==> src/rtl/tratador_botoes.sv <==
// tratador_botoes: synchronises, debounces and pairs two push-buttons into b1/b2 command pulses
module tratador_botoes #(
    parameter int CICLOS_DEBOUNCE = 3,
    parameter int JANELA_COMBO    = 5,
    parameter int ATIVO_BAIXO     = 1
) (
    input  logic clk,
    input  logic rst,
    input  logic btn1_raw,
    input  logic btn2_raw,
    output logic b1,
    output logic b2,
    output logic nivel1,
    output logic nivel2
);
    localparam int DW = $clog2(CICLOS_DEBOUNCE + 1);
    localparam int JW = $clog2(JANELA_COMBO + 1);
    localparam logic INV = (ATIVO_BAIXO != 0);
    localparam logic [DW-1:0] DMAX = DW'(CICLOS_DEBOUNCE - 1);
    localparam logic [JW-1:0] JMAX = JW'(JANELA_COMBO - 1);
    localparam logic [1:0] OCIOSO  = 2'd0;
    localparam logic [1:0] ESPERA1 = 2'd1;
    localparam logic [1:0] ESPERA2 = 2'd2;
    localparam logic [1:0] SOLTAR  = 2'd3;

    logic [1:0] sync1, sync2, s, nivel, nivel_q, p;
    logic [DW-1:0] dcnt [2];
    logic [1:0] estado;
    logic [JW-1:0] jcnt;

    assign s = sync2 ^ {2{INV}};
    assign p = nivel & ~nivel_q;
    assign nivel1 = nivel[0];
    assign nivel2 = nivel[1];

    // two-flop synchroniser, resting at the released level
    always_ff @(posedge clk or posedge rst) begin
        if (rst) begin
            sync1 <= {2{INV}};
            sync2 <= {2{INV}};
        end else begin
            sync1 <= {btn2_raw, btn1_raw};
            sync2 <= sync1;
        end
    end

    // debounce: level follows s only after it differs for CICLOS_DEBOUNCE edges in a row
    always_ff @(posedge clk or posedge rst) begin
        if (rst) begin
            nivel   <= '0;
            nivel_q <= '0;
            dcnt[0] <= '0;
            dcnt[1] <= '0;
        end else begin
            nivel_q <= nivel;
            for (int i = 0; i < 2; i++) begin
                if (s[i] == nivel[i]) dcnt[i] <= '0;
                else if (dcnt[i] == DMAX) begin
                    nivel[i] <= s[i];
                    dcnt[i]  <= '0;
                end else dcnt[i] <= dcnt[i] + 1'b1;
            end
        end
    end

    // command FSM: pair presses inside the window, then wait for both buttons released
    always_ff @(posedge clk or posedge rst) begin
        if (rst) begin
            estado <= OCIOSO;
            jcnt   <= '0;
            b1     <= 1'b0;
            b2     <= 1'b0;
        end else begin
            b1 <= 1'b0;
            b2 <= 1'b0;
            case (estado)
                OCIOSO: begin
                    jcnt <= '0;
                    if (&p) begin
                        b1 <= 1'b1;
                        b2 <= 1'b1;
                        estado <= SOLTAR;
                    end else if (p[0]) estado <= ESPERA1;
                    else if (p[1]) estado <= ESPERA2;
                end
                ESPERA1: begin
                    if (p[1]) begin
                        b1 <= 1'b1;
                        b2 <= 1'b1;
                        estado <= SOLTAR;
                    end else if (jcnt == JMAX) begin
                        b1 <= 1'b1;
                        estado <= SOLTAR;
                    end else jcnt <= jcnt + 1'b1;
                end
                ESPERA2: begin
                    if (p[0]) begin
                        b1 <= 1'b1;
                        b2 <= 1'b1;
                        estado <= SOLTAR;
                    end else if (jcnt == JMAX) begin
                        b2 <= 1'b1;
                        estado <= SOLTAR;
                    end else jcnt <= jcnt + 1'b1;
                end
                default: if (~|nivel) estado <= OCIOSO;
            endcase
        end
    end
endmodule

==> config.mk <==
export PLATFORM = sky130hd
export DESIGN_NAME = tratador_botoes
export DESIGN_NICKNAME = d
export VERILOG_FILES = /design/src/rtl/tratador_botoes.sv
export SDC_FILE = /design/constraint.sdc
export NUM_CORES = 1
export LEC_CHECK = 0
export ABC_AREA = 1
export CAP_MARGIN = 20
export CORE_UTILIZATION = 36
export DETAILED_ROUTE_END_ITERATION = 10
export PLACE_DENSITY = 0.57
export SLEW_MARGIN = 20
export SYNTH_ARGS = -nofsm -noshare
export SYNTH_HDL_FRONTEND = slang
export SYNTH_SLANG_ARGS = --single-unit
==> constraint.sdc <==
create_clock -name clk -period 1.3 [get_ports clk]
set_input_delay 0.26 -clock clk [delete_from_list [all_inputs] [get_ports clk]]
set_output_delay 0.26 -clock clk [all_outputs]
set_load 0.005 [all_outputs]
==> results_dict.tcl <==
set metrics [dict create \
    initial_core_util_pct 38.23 \
    grt_pass1_vias 752 \
    cp-end-kind "flip-flop" \
    drtAntennaViolNets 0 \
    holdWs_ns 0.2570 \
    wl_met2_um 945 \
    period_needed_ns 1.275 \
    synthSimpleGateAreaFrac_pct 24.70 \
    reg2reg_slack_ns 0.03 \
    hpwl_um 1223 \
    pwr_density_cell_mw_per_mm2 2529 \
    synth_seq_cells 19 \
    synth.area.mux_share_pct 0 \
    grt_max_degree 20 \
    highest_layer "met4" \
    grtUsageTotal_pct 15.15 \
    layout_common_cells "25 x nand2_1, 15 x dfrtp_1, 14 x inv_1" \
    p_leak_nw 0.6343 \
    hold_viol 0 \
    vias_per_cell 4.758 \
    worst_pin_slew_ns 0.2385 \
    drv_slew 0 \
    power.total_mw 3.133 \
    synthXorXnorAreaFrac_pct 2.774 \
    synth_top_family_by_area "simple AND/OR/NAND/NOR gates" \
    final_layout_size_suffix_gt1_share_pct 32.06 \
    seqPwrFrac_pct 29.5 \
    postPlaceCellArea_sq_mm 0.001107 \
    die_w_um 53.30 \
    synth_compound_area_share_pct 5.416 \
    synthAdderAreaFrac_pct 9.247 \
    routedWlPerCell_um 10.93 \
    via_count 766 \
    synth_nets 119 \
    grt_pass1_wl_um 3001 \
    seq_area_frac_synth_pct 50.73 \
    clkTransAtPathRegs_ns 0.12 \
    yosysTopAreaCell "dfrtp_1" \
    fin_skew_ns 0.0009118 \
    yosys.cell_types.count 19 \
    num_io_pins 8 \
    path_max_fanout 4 \
    clockBufferDepth 2 \
    netlist_area_sq_um 947.2 \
    finalSetupViolCount 0 \
    wl_met1_um 751 \
    syn_inst 108 \
    peakVddDrop_mv 1.354 \
    wl_met3_um 50 \
    cts_root_buffer "clkbuf_4" \
    start_kind "flip-flop" \
    synthDominantCellAreaShare_pct 39.63 \
    drc 0 \
    clkPwrFrac_pct 10.1 \
    worst-r2r-cell-count 8 \
    finalNetCount 143 \
    htree_levels 1 \
    synth_area_leaders "dfrtp_1 40%, dfstp_2 11%, nand2_1 11%" \
    final_core_util_pct 50.00 \
    syn_to_final_growth_pct 30.78 \
    timing.slew.headroom_pct 84.10 \
    setup-tns-final_ns 0 \
    hold_buffers 0 \
    avgSynthCellArea_sq_um 8.770 \
    netSwitchingPower_mw 1.342 \
    critPathKind "reg -> reg" \
    drt_first_iter_violations 14 \
    crit_arrival_ns 1.48 \
    cts_buffers 3 \
    outcome "finished, final reports clean" \
    gp_congestion 0.9214 \
    p_sw_share_pct 42.84 \
    core-area_sq_mm 0.002477 \
    fin_crit_sh_pct 98.07 \
    max_freq_ghz 0.7844 \
    globalRoute.totalOverflow 0 \
    routed_wl_um 1760 \
    r2r-start "estado[1]" \
    clk_latency_ns 0.30 \
    clock_sinks 19 \
    die_y_um 53.30 \
    dr.pass1.iters 4 \
    diodes 0 \
    min_path_type "in -> async" \
    fin_area_sq_mm 0.001239 \
    worstPathRequired_ns 1.50 \
    dieArea_sq_mm 0.002840 \
    rows 18 \
    antenna_found_initial 0 \
    final_common_cell "nand2_1" \
    internal_power_mw 1.791 \
    r2r_end "estado[0]" \
    combinationalPowerShare_pct 60.4 \
    io_buffers 7 \
    rsz0062_at_grt "yes" \
    yosys_warnings 0 \
    cap_violations 0 \
    cts_tree "done" \
]
worst max-delay path by stage:
stage	start	to	slack (ns)	cells past startpoint
final	estado[1]	estado[0]	0.03	8
after detailed placement	estado[1]	jcnt[0]	-0.02	8
after CTS	jcnt[1]	jcnt[0]	0.008	9
after global placement	estado[0]	jcnt[1]	0.01	7
after floorplan	estado[0]	jcnt[0]	0.04	6
after global routing	estado[0]	jcnt[2]	-0.08	8
cell families (layout without fill, tap and decap cells):
logic type	count (synthesis)	in the layout
AOI/OAI and AO/OA	8	8
xor gates and xnor gates	3	3
adders and majority gates	7	7
buffers and inverters	18	41
DFF	19	19
and+or+nand+nor	53	53
synthesized netlist by cell type, drive strengths merged:
cell type	instances
a21oi	4
a31o	2
dfrtp	15
dfstp	4
ha	7
inv	18
nand2	30
nand3	6
nand3b	1
nor2	11
nor3	5
o21ai	2
xnor2	1
xor2	2
per-layer routing:
| layer | global-route usage, % | vias to the layer above |
|---|---|---|
| li1 | - | 382 |
| met1 | 15.22 | 371 |
| met2 | 28.13 | 11 |
| met3 | 5.460 | 2 |
| met4 | 5.263 | 0 |
| met5 | 0 | - |
repair_timing:
item                       in CTS  in global routing
pin swaps                       0                  9
setup endpoints to repair       9                  6
resized for setup              10                 11
buffers inserted                2                  3
critical path: stages (launching register included):
cell     delay [ns]
dfrtp_1        0.42
buf_4          0.15
ha_4           0.17
nor2_2         0.07
nand3_1        0.08
nand2_2        0.12
nor2_4         0.05
nand2_1        0.06
nand2_1        0.06
flip-flops by register name (all words and copies together), names as in the netlist:
name     flops
dcnt         4
nivel_q      2
sync2        2
nivel        2
jcnt         3
b2           1
b1           1
estado       2
sync1        2
power groups by stage:
stage / combinational (mW) / sequential [mW] / clock [mW]
global route: 2.13 / 0.953 / 0.363
global placement: 1.54 / 0.929 / 0
detailed placement: 1.57 / 0.937 / 0
CTS: 1.68 / 0.922 / 0.330
floorplan: 1.03 / 0.976 / 0
finish: 1.89 / 0.925 / 0.315
metrics by stage:
step | setup slack (ns) | instances
CTS | 0.008448 | 158
finish | 0.02510 | 161
floorplan | 0.04140 | 108
detailed placement | -0.01786 | 152
global route | -0.07631 | 161
global placement | 0.009986 | 152
final cells by class:
type                       count  area [sq um]
clock buffer                   3         22.52
fill                         232          1239
timing repair buffer          19         158.9
clock inverter                 1         7.507
tap                           30         37.54
sequential                    19         480.5
multi-input combinational     71         461.7
inverter                      18         70.07
(Power assumes the default switching activity.)
